File: config.mk
export PLATFORM = sky130hd
export DESIGN_NAME = uart_rx_fifo
export DESIGN_NICKNAME = d
export VERILOG_FILES = /design/src/rtl/uart_rx_fifo.sv
export SDC_FILE = /design/constraint.sdc
export NUM_CORES = 1
export LEC_CHECK = 0
export ABC_CLOCK_PERIOD_IN_PS = 3500
export CAP_MARGIN = 20
export CORE_AREA = 10 10 105 144
export CTS_BUF_LIST = sky130_fd_sc_hd__clkbuf_8
export CTS_CLUSTER_DIAMETER = 30
export CTS_CLUSTER_SIZE = 10
export DETAILED_ROUTE_END_ITERATION = 16
export DIE_AREA = 0 0 115 154
export DONT_BUFFER_PORTS = 1
export GPL_ROUTABILITY_DRIVEN = 1
export PLACE_DENSITY = 0.39
export RECOVER_POWER = 25
export SLEW_MARGIN = 10
export SYNTH_ARGS = -nofsm -noshare
export SYNTH_HDL_FRONTEND = slang
export SYNTH_SLANG_ARGS = --single-unit
File: constraint.sdc
create_clock -name clk -period 3.5 [get_ports clk]
set_input_delay 1.05 -clock clk [delete_from_list [all_inputs] [get_ports clk]]
set_output_delay 1.05 -clock clk [all_outputs]
set_load 0.03 [all_outputs]
File: src/rtl/uart_rx_fifo.sv
// uart_rx_fifo: parametrised UART receiver with parity and framing checks that
// queues each received word and its error flags in a first-word-fall-through FIFO.
//
// state    | meaning
// ---------+------------------------------------------------------------
// S_IDLE   | line idle, waiting for a falling edge on rxS
// S_START  | waiting half a bit to confirm the start bit
// S_DATA   | sampling DATA_BITS payload bits, LSB first
// S_PARITY | sampling and checking the parity bit
// S_STOP   | sampling STOP_BITS stop bits; push on the last one
module uart_rx_fifo #(
  parameter int CLOCK_RATE = 100_000_000,
  parameter int BAUD_RATE  = 9600,
  parameter int DATA_BITS  = 8,
  parameter int PARITY     = 0,
  parameter int STOP_BITS  = 1,
  parameter int FIFO_DEPTH = 4
) (
  input  logic                          clk,
  input  logic                          resetN,
  input  logic                          rx,
  output logic [DATA_BITS-1:0]          data,
  output logic                          parityError,
  output logic                          frameError,
  output logic                          valid,
  input  logic                          ready,
  output logic                          overrun,
  output logic [$clog2(FIFO_DEPTH):0]   count
);

  localparam int TICKS = CLOCK_RATE / BAUD_RATE;
  localparam int HALF  = TICKS / 2;
  localparam int TW    = $clog2(TICKS);
  localparam int BW    = $clog2(DATA_BITS);
  localparam int AW    = $clog2(FIFO_DEPTH);
  localparam int CW    = AW + 1;
  localparam int EW    = DATA_BITS + 2;

  typedef enum logic [2:0] {S_IDLE, S_START, S_DATA, S_PARITY, S_STOP} state_t;

  logic rx_meta, rxS, rxS_d;

  always_ff @(posedge clk or negedge resetN) begin
    if (!resetN) begin
      rx_meta <= 1'b1;
      rxS     <= 1'b1;
      rxS_d   <= 1'b1;
    end else begin
      rx_meta <= rx;
      rxS     <= rx_meta;
      rxS_d   <= rxS;
    end
  end

  state_t               state, state_n;
  logic [TW-1:0]        tick, tick_n;
  logic [BW-1:0]        bit_cnt, bit_n;
  logic [DATA_BITS-1:0] shreg, shreg_n;
  logic                 perr, perr_n, ferr, ferr_n, push;

  always_ff @(posedge clk or negedge resetN) begin
    if (!resetN) begin
      state   <= S_IDLE;
      tick    <= '0;
      bit_cnt <= '0;
      shreg   <= '0;
      perr    <= 1'b0;
      ferr    <= 1'b0;
    end else begin
      state   <= state_n;
      tick    <= tick_n;
      bit_cnt <= bit_n;
      shreg   <= shreg_n;
      perr    <= perr_n;
      ferr    <= ferr_n;
    end
  end

  always_comb begin
    state_n = state;
    tick_n  = (tick == '0) ? '0 : tick - TW'(1);
    bit_n   = bit_cnt;
    shreg_n = shreg;
    perr_n  = perr;
    ferr_n  = ferr;
    push    = 1'b0;
    case (state)
      S_IDLE: begin
        if (rxS_d && !rxS) begin
          state_n = S_START;
          tick_n  = TW'(HALF - 1);
        end
      end
      S_START: begin
        if (tick == '0) begin
          if (!rxS) begin
            state_n = S_DATA;
            tick_n  = TW'(TICKS - 1);
            bit_n   = '0;
            perr_n  = 1'b0;
            ferr_n  = 1'b0;
          end else begin
            state_n = S_IDLE;
          end
        end
      end
      S_DATA: begin
        if (tick == '0) begin
          shreg_n = {rxS, shreg[DATA_BITS-1:1]};
          tick_n  = TW'(TICKS - 1);
          if (bit_cnt == BW'(DATA_BITS - 1)) begin
            bit_n   = '0;
            state_n = (PARITY != 0) ? S_PARITY : S_STOP;
          end else begin
            bit_n = bit_cnt + BW'(1);
          end
        end
      end
      S_PARITY: begin
        if (tick == '0) begin
          // odd parity wants the XOR to be 1, even wants 0
          perr_n  = (^shreg ^ rxS) ^ (PARITY == 1);
          state_n = S_STOP;
          tick_n  = TW'(TICKS - 1);
        end
      end
      S_STOP: begin
        if (tick == '0) begin
          ferr_n = ferr | !rxS;
          if (bit_cnt == BW'(STOP_BITS - 1)) begin
            push    = 1'b1;
            state_n = S_IDLE;
          end else begin
            bit_n  = bit_cnt + BW'(1);
            tick_n = TW'(TICKS - 1);
          end
        end
      end
      default: state_n = S_IDLE;
    endcase
  end

  logic [EW-1:0] mem [FIFO_DEPTH];
  logic [AW-1:0] wptr, rptr;
  logic          full, pop, wr;

  assign valid = (count != '0);
  assign full  = (count == CW'(FIFO_DEPTH));
  assign pop   = valid && ready;
  // a simultaneous pop frees the slot, so a push into a full FIFO still lands
  assign wr    = push && (!full || pop);

  always_ff @(posedge clk) begin
    if (wr) mem[wptr] <= {shreg, perr, ferr_n};
  end

  always_ff @(posedge clk or negedge resetN) begin
    if (!resetN) begin
      wptr    <= '0;
      rptr    <= '0;
      count   <= '0;
      overrun <= 1'b0;
    end else begin
      wptr    <= wptr + AW'(wr);
      rptr    <= rptr + AW'(pop);
      overrun <= push && full && !pop;
      case ({wr, pop})
        2'b10:   count <= count + CW'(1);
        2'b01:   count <= count - CW'(1);
        default: count <= count;
      endcase
    end
  end

  assign {data, parityError, frameError} = valid ? mem[rptr] : '0;

endmodule

## Word-level counts from Yosys, hierarchy flattened

Memory sizes are Yosys's and may differ from the RTL's.
Cells that the tools add are included.

- Logic and storage cells: 100
- Bits in latches: 0
- Bits in read-only memories: 0
- Memories: 1
- Bits in writable memories: 40
- Input bits: 4
- Register bits after elaboration: 41
- Output and inout bits: 15

- Shifts and indexed selects: 0
- Magnitude comparators: 0
- Multiplexer cells: 39
- Reductions and logical operators: 22
- Div/mod/pow operators: 0
- Bitwise logic cells: 2
- $mul: 0
- $add $sub $neg: 6
- Eq/ne operators: 17

Memory list:

| name | words | width | read ports | clocked after Yosys merged registers in | wr ports | RTL line | text |
|---|---|---|---|---|---|---|---|
| mem | 4 | 10 | 1 | 0 | 1 | 143 | `logic [EW-1:0] mem [FIFO_DEPTH];` |

Operators by type and width:

| kind | count |
|---|---|
| two-way mux 14 bit | 7 |
| case mux 14 bit (4 select lines) | 1 |
| two-way mux 3 bit | 13 |
| inequality test 2 bit, second input constant | 9 |
| case mux 3 bit (5 select lines) | 1 |
| zero test 14 bit | 1 |
| subtractor 14 x 1 -> 14 bit, second input constant | 1 |
| two-way mux 1 bit | 11 |
| two-way mux 10 bit | 1 |
| == test 3 bit, second input constant | 3 |
| case mux 3 bit (3 select lines) | 1 |
| XOR reduction 8 bit | 1 |
| AND reduction 7 bit | 1 |
| adder 3 x 1 -> 3 bit, second input constant | 2 |
| == test 3 x 2 -> 1 bit, second input constant | 2 |
| zero test 3 bit | 2 |
| case mux 3 bit (2 select lines) | 1 |
| AND reduction 6 bit | 1 |
| nonzero test 3 bit | 2 |
| logical AND 1 bit | 5 |
| adder 2 x 1 -> 2 bit | 2 |
| case mux 1 bit (2 select lines) | 2 |
| AND reduction 4 bit | 1 |
| nonzero test 2 bit | 2 |
| 11 further kinds | 13 |

## Logic depth before layout (Yosys ltp)

Gate-level depths: netlist (run 1).

- Depth in word-level cells: 7
- Gate-level depth with buffers: 10

## Worst setup path after synthesis (run 1)

OpenSTA, ideal clock, no wires.

- Path type: input-to-reg
- Start point: input port ready
- End point: register count[2]
- Stages on the path: 8
- Library setup time: 0.080 ns
- Setup slack: 0.663 ns
- Required time: 3.420 ns
- Data arrival time: 2.756 ns
- Buffers on the path: 0
- Cell sequence: or4b_1 -> or3b_4 -> ha_1 -> inv_1 -> fa_1 -> xor2_1 -> nor2_1 -> xor2_1

- Word-level cells in the longest chain between the ends: 5

RTL lines:

| item | RTL line | text |
|---|---|---|
| start: declaration | 26 | `input logic ready,` |
| logical AND 1 bit * | 149 | `assign pop = valid && ready;` |
| logical OR 1 bit | 151 | `assign wr = push && (!full \|\| pop);` |
| logical AND 1 bit | 151 |  |
| == test 2 x 1 -> 1 bit or == test 2 bit (tied branches) | 167 | `case ({wr, pop})` |
| case mux 3 bit (2 select lines) or nonzero test 2 bit (tied branches) | - |  |
| end signal: assignment | 168 | `2'b10: count <= count + CW'(1);` |
| end signal: assignment | 169 | `2'b01: count <= count - CW'(1);` |
| end signal: assignment | 170 | `default: count <= count;` |
| end: declaration | 28 | `output logic [$clog2(FIFO_DEPTH):0] count` |

Mark *: on every way between the ends. The rest lies on a longest branch, timed or not.
A chain may end at the register's enable or synchronous reset.

## Worst setup path after layout (run 1)

- Start point: register rptr[0]
- End point: output port data[3]

- Word-level cells in the longest chain between the ends: 2

RTL lines:

| item | RTL line | text |
|---|---|---|
| start: declaration | 144 | `logic [AW-1:0] wptr, rptr;` |
| start signal: assignment | 165 | `rptr <= rptr + AW'(pop);` |
| memory read (4 x 10 bit) | - |  |
| two-way mux 10 bit | 175 | `assign {data, parityError, frameError} = valid ? mem[rptr] : '0;` |
| end: declaration | 22 | `output logic [DATA_BITS-1:0] data,` |

Every way passes these cells.

==> results.sh, run 1 <==
export IMPL_synth_commonest_cells="edfxtp_1, dfrtp_1, xnor2_1, nor2_1, nand2_1"
export IMPL_fin_crit_ps=2930
export IMPL_cp_num_buf_inv=1
export IMPL_path_delay_family="simple AND/OR/NAND/NOR gates"
export IMPL_syn_area_per_cell_um2=14.1
export IMPL_syn2layout_area_growth_pct=11.1
export IMPL_critPathLaunchType="register"
export IMPL_tns_ps=0
export IMPL_post_drt_wl_per_cell_um=16.8
export IMPL_drv_cap=0
export IMPL_grt_overflow_total=0
export IMPL_clock_skew_ps=11.6
export IMPL_leakage_uw=0.00163
export IMPL_top_usage_layer="met2"
export IMPL_drt_iter0_drc=64
export IMPL_synth_area_leaders="edfxtp_1, dfrtp_1, mux4_2"
export IMPL_end_kind="primary output"
export IMPL_met3_usage_pct=2.38
export IMPL_grt_max_degree=42
export IMPL_grtUsageTotal_pct=8.49
export IMPL_synth_ff_type="edfxtp_1"
export IMPL_hold_path_class="register to register"
export IMPL_ys_warn_count=0
export IMPL_fin_nets=281
export IMPL_rows=48
export IMPL_postCtsSetupRepairBufs=0
export IMPL_drive_gt1_share_pct=17.6
export IMPL_cts_hold_buf=0
export IMPL_rsz0062_at_grt="no"
export IMPL_fp_coreArea_um2=12400
export IMPL_h_tree_depth=3
export IMPL_synthArstFlopShare_pct=50.6
export IMPL_first_pass_iters=4
export IMPL_via_count=1984
export IMPL_setup_ws_ps=569
export IMPL_ir_drop_mv=0.240
export IMPL_portBuffers=0
export IMPL_ios=19
export IMPL_met2_usage_pct=14.3
export IMPL_power_density_nw_per_um2=668
export IMPL_cts_root_buffer="clkbuf_8"
export IMPL_synth_edf_count=40
export IMPL_postCtsResizedCells=0
export IMPL_setup_viol=0
export IMPL_required_ps=2450
export IMPL_crit_arrival_ps=1880
export IMPL_antenna_found_initial=0
export IMPL_synth_top_area_share_pct=32.8
export IMPL_start_util_pct=29.6
export IMPL_whs_ps=364
export IMPL_drv_slew=0
export IMPL_critical_path_max_stage_delay_ps=500
export IMPL_syn_inst=260
export IMPL_synth_cell_types=49
export IMPL_wirelength_mm=7.12
export IMPL_crit_type="register to primary output"
export IMPL_cts_sinks=81
export IMPL_gp_congestion=0.712
export IMPL_synth_most_common_cell="edfxtp_1"
export IMPL_grt_pass1_wl_mm=11.7
export IMPL_clk_path_buf_depth=2
export IMPL_drc_errors=0
export IMPL_die_w_um=115
export IMPL_ant_nets=0
export IMPL_hold_violations=0
export IMPL_cts_buffers=9
export IMPL_timing_slew_headroom_pct=37.2
export IMPL_hpwl_mm=4.90
export IMPL_cts_tree="built"
export IMPL_die_area_um2=17700
export IMPL_fin_crit_sh_pct=83.7
export IMPL_syn_area_um2=3660
export IMPL_grt_pass1_vias=2090
export IMPL_path_clk_slew_ps=90
export IMPL_outcome="completed"
export IMPL_tightest_slew_ps=939
export IMPL_place_ws_ps=509
export IMPL_met1_usage_pct=9.70
export IMPL_crit_slowest_cell="nor2b_1"
export IMPL_antennaDiodeCount=0
export IMPL_max_freq_ghz=0.341
export IMPL_synth_top_area_cell="edfxtp_1"
export IMPL_synth_seq_cells=81
export IMPL_crit_fanout=8
export IMPL_chipHeight_um=154
export IMPL_path_cells="buf_4 > mux4_2 > nor2b_1"
export IMPL_synth_seq_area_share_pct=61.0
export IMPL_viasPerCell=4.69
export IMPL_syn_num_nets=273
export IMPL_clock_latency_ps=350
[path summary, 6_finish.rpt]
| path | start | cells past startpoint | slack (ps) | to |
|---|---|---|---|---|
| max reg2reg | tick[7] | 6 | 790 | mem[2][4] |
| min | rx_meta | 0 | 360 | rxS |
| max | rptr[0] | 3 | 570 | data[3] |
| min reg2reg | rx_meta | 0 | 360 | rxS |
| min in group asynchronous | resetN | 0 | 380 | count[2] |
| max in group asynchronous | resetN | 0 | 2940 | rxS_d |
[layout make-up]
type,instances,area (um^2)
tap,150,188
sequential,81,2230
timing repair buffer,5,37.5
inverter,11,42.5
multi-input combinational,160,1350
clock buffer,9,124
fill,1241,8310
clock inverter,7,93.8
[power by group]
| part | switching [uW] | total [uW] | leakage [uW] | internal [uW] |
|---|---|---|---|---|
| clock network | 352 | 754 | 0.000107 | 402 |
| logic | 404 | 691 | 0.000613 | 287 |
| registers | 185 | 1270 | 0.000910 | 1080 |
[metrics by stage]
| stage | util (%) | std cells | cell area [um^2] | power [uW] |
|---|---|---|---|---|
| after CTS | 32.8 | 423 | 4060 | 2770 |
| final | 32.8 | 423 | 4060 | 2710 |
| after global placement | 31.1 | 407 | 3850 | 2000 |
| after floorplan | - | 260 | 3660 | 1850 |
| after detailed placement | 31.1 | 407 | 3850 | 2000 |
| after global routing | 32.8 | 423 | 4060 | 2890 |
[layer usage]
metal | wire, um | part of all wire [%]
met2 | 3750 | 53
met3 | 262 | 3.7
met4 | 105 | 1.5
met5 | 0 | 0
met1 | 3000 | 42
[kinds of logic (layout without fill, tap and decap cells)]
group                    after synthesis  in the layout  synth area share, %
AO/OA/AOI/OAI                         34             34                 5.57
adder cells (fa/ha/maj)                9              9                 3.28
multiplexers                          22             22                 10.4
AND/OR/NAND/NOR                       73             73                 12.3
flip-flops                            81             81                 61.0
buffers and inverters                 19             32                 2.19
XOR/XNOR                              22             22                 5.27
[cell usage in the layout (no fill, tap or decap), types with 2 or more instances in the layout]
master     synthesis  layout
nand2_1           14      14
mux2i_1            4       4
o21ai_0           10      10
xnor2_1           16      16
mux2_4             7       7
nor3_1             7       7
clkbuf_8           0       9
ha_1               8       8
dfstp_2            3       2
buf_4              1       5
nor4_4             2       2
mux4_2            10      10
o41ai_1            2       2
and2_1             2       2
edfxtp_1          40      40
xor2_1             6       6
dfrtp_1           38      38
nand3b_1           2       2
bufinv_16          0       2
nor2_1            15      15
a21oi_1           10      10
or3_1              2       2
inv_1             10      10
nor2b_1           12      12
clkinv_2           1       2
o31ai_1            2       2
o21ai_1            2       2
o211ai_1           2       2
nand2b_1           5       5
[registers in the layout (all words and copies together), names as in the netlist, 2 cells and up]
name	flops
bit_cnt	3
count	3
mem	40
rptr	2
shreg	8
state	3
tick	14
wptr	2
[worst register-to-register path: stages (launching register included)]
cell      delay [ps]
dfrtp_1          460
nor4_4           390
nand4_2          190
or3b_4           460
clkinv_2          70
nand2_1           50
nor2_1           710
No activity file was read; power rests on OpenSTA's default activity.
==> inputs of run 2 (changes only) <==
--- a/config.mk
+++ b/config.mk
@@ -5,7 +5,7 @@
 export SDC_FILE = /design/constraint.sdc
 export NUM_CORES = 1
 export LEC_CHECK = 0
-export ABC_CLOCK_PERIOD_IN_PS = 3500
+export ABC_CLOCK_PERIOD_IN_PS = 2400
 export CAP_MARGIN = 20
 export CORE_AREA = 10 10 105 144
 export CTS_BUF_LIST = sky130_fd_sc_hd__clkbuf_8
@@ -15,7 +15,7 @@
 export DIE_AREA = 0 0 115 154
 export DONT_BUFFER_PORTS = 1
 export GPL_ROUTABILITY_DRIVEN = 1
-export PLACE_DENSITY = 0.39
+export PLACE_DENSITY = 0.4
 export RECOVER_POWER = 25
 export SLEW_MARGIN = 10
 export SYNTH_ARGS = -nofsm -noshare
==> constraint.sdc (replaced) <==
create_clock -name clk -period 2.4 [get_ports clk]
set_input_delay 0.72 -clock clk [delete_from_list [all_inputs] [get_ports clk]]
set_output_delay 0.72 -clock clk [all_outputs]
set_load 0.03 [all_outputs]
==> run 2 against run 1 <==
Net effect: the flow now finishes with violations (negative setup slack); non-clock buffer count is 33 higher; sequential cell count stayed put; die area stayed put; clock skew is 1.1 ps lower; cell count is 7.8% higher; global-route usage is 0.33 points higher; sequential power is 38% higher; count of clock-buffer cells in the layout stayed put; register-to-register slack worse by 670 ps; first-iteration DRC count is 17% lower; wire length is 3.4% higher; critical endpoint is now data[7].
==> results.sh, run 2 (synthesized netlist as in run 1, its figures left out) <==
export IMPL_outcome="complete, but fails checks"
export IMPL_violations="negative setup slack"
export IMPL_power_density_nw_per_um2=973
export IMPL_gp_congestion=0.694
export IMPL_timing_slew_headroom_pct=71.5
export IMPL_crit_type="register to primary output"
export IMPL_critPathLaunchType="register"
export IMPL_start_util_pct=29.6
export IMPL_hold_path_class="input port to async pin"
export IMPL_tightest_slew_ps=428
export IMPL_path_cells="buf_12 > mux4_2 > nor2b_1 > buf_4"
export IMPL_die_area_um2=17700
export IMPL_syn2layout_area_growth_pct=20.5
export IMPL_r2r_end="count[2]"
export IMPL_hold_violations=0
export IMPL_setup_ws_ps=-27.5
export IMPL_layout_common_cells="edfxtp_1, dfrtp_1, buf_4"
export IMPL_drive_gt1_share_pct=29.1
export IMPL_clock_skew_ps=10.5
export IMPL_h_tree_depth=3
export IMPL_cp_num_buf_inv=2
export IMPL_grt_overflow_total=0
export IMPL_grt_pass1_wl_mm=12.2
export IMPL_crit_arrival_ps=1710
export IMPL_wirelength_mm=7.36
export IMPL_leakage_uw=0.00182
export IMPL_fin_crit_ps=2430
export IMPL_path_clk_slew_ps=90
export IMPL_design_area_um2=4410
export IMPL_chipHeight_um=154
export IMPL_crit_slowest_cell="mux4_2"
export IMPL_grtUsageTotal_pct=8.83
export IMPL_tns_ps=-167
export IMPL_mostFrequentLayoutCell="edfxtp_1"
export IMPL_rows=48
export IMPL_rsz0062_at_grt="yes"
export IMPL_path_delay_family="multiplexers"
export IMPL_drv_cap=0
export IMPL_hpwl_mm=5.18
export IMPL_via_count=2132
export IMPL_timing_rr_start="count[0]"
export IMPL_portBuffers=0
export IMPL_fin_crit_sh_pct=101
export IMPL_drv_slew=0
export IMPL_viasPerCell=4.68
export IMPL_die_w_um=115
export IMPL_critical_path_depth=4
export IMPL_end_kind="primary output"
export IMPL_postPlaceCellArea_um2=4150
export IMPL_cts_root_buffer="clkbuf_8"
export IMPL_ant_nets=0
export IMPL_ios=19
export IMPL_cts_sinks=81
export IMPL_fp_coreArea_um2=12400
export IMPL_cts_buffers=9
export IMPL_whs_ps=52.2
export IMPL_antennaDiodeCount=0
export IMPL_clock_latency_ps=350
export IMPL_grt_pass1_vias=2286
export IMPL_required_ps=1680
export IMPL_crit_fanout=11
export IMPL_first_pass_iters=4
export IMPL_drt_iter0_drc=53
export IMPL_clk_path_buf_depth=2
export IMPL_ir_drop_mv=0.302
export IMPL_max_freq_ghz=0.412
export IMPL_setup_viol=9
export IMPL_regMostFlops="mem"
export IMPL_cts_tree="built"
export IMPL_post_drt_wl_per_cell_um=16.1
export IMPL_drc_errors=0
export IMPL_largest_reg_flops=40
export IMPL_reg2reg_depth=8
export IMPL_reg_top3="mem (40), tick (14), shreg (8)"
export IMPL_fin_nets=314
export IMPL_antenna_found_initial=0
export IMPL_critical_path_max_stage_delay_ps=490
export IMPL_rrSetupSlack_ps=120
export IMPL_grt_max_degree=42
-- run 2: cell types whose count changed in the layout (fill, tap and decap cells not counted), moves of 2 or more --
cell,delta
buf_6,+2
buf_12,+4
buf_4,+26
nor3_1,-2
inv_6,+2
-- run 2: worst max path at each step --
stage | from | endpoint | slack [ps]
after floorplan | ready | count[2] | -90
after global placement | ready | count[2] | -100
after detailed placement | ready | count[2] | -190
after CTS | rptr[0] | data[7] | -80
after global routing | rptr[0] | data[7] | -100
final | rptr[0] | data[7] | -30
-- run 2: cell type report --
type	count	area, um^2
Fill cell	1224	7960
Timing Repair Buffer	38	340
Sequential cell	81	2230
Inverter	11	42.5
Clock buffer	9	124
Clock inverter	7	85.1
Multi-Input combinational cell	160	1400
Tap cell	150	188
-- run 2: worst register-to-register path, delay by kind of cell (launching register included) --
| kind | cells | cell delay [ps] |
|---|---|---|
| XOR/XNOR | 2 | 320 |
| adder cells (fa/ha/maj) | 2 | 510 |
| buffers and inverters | 1 | 50 |
| flip-flops | 1 | 390 |
| AND/OR/NAND/NOR | 3 | 940 |
-- run 2: power breakdown --
part	internal, uW	switching, uW
clock network	503	544
registers	1580	170
logic	702	787
-- run 2: metrics by stage --
stage          worst slack, ps  utilization (%)  total power (uW)  cells
2_1_floorplan            -89.7                -              2710    260
3_3_place_gp             -96.5             33.5              3220    438
3_5_place_dp              -190             33.5              3240    438
4_1_cts                  -78.8             35.3              4340    455
5_1_grt                   -100             35.6              4550    456
6_report                 -27.5             35.6              4290    456
-- run 2: metal layers --
layer | vias to the layer above | GRT usage [%] | share of wire (%)
met4 | 0 | 4.08 | 1.6
met5 | - | 0 | 0
met2 | 25 | 15.2 | 54
met1 | 1067 | 9.79 | 41
li1 | 1032 | - | -
met3 | 8 | 2.30 | 3.3
-- run 2: what timing repair did --
item	in CTS	in global routing
endpoints found under the hold margin	0	0
endpoints found under the setup margin	11	19
setup buffers	0	1
cloned	1	0
pin swaps	0	1
resized for setup	4	6
hold buffers	0	0
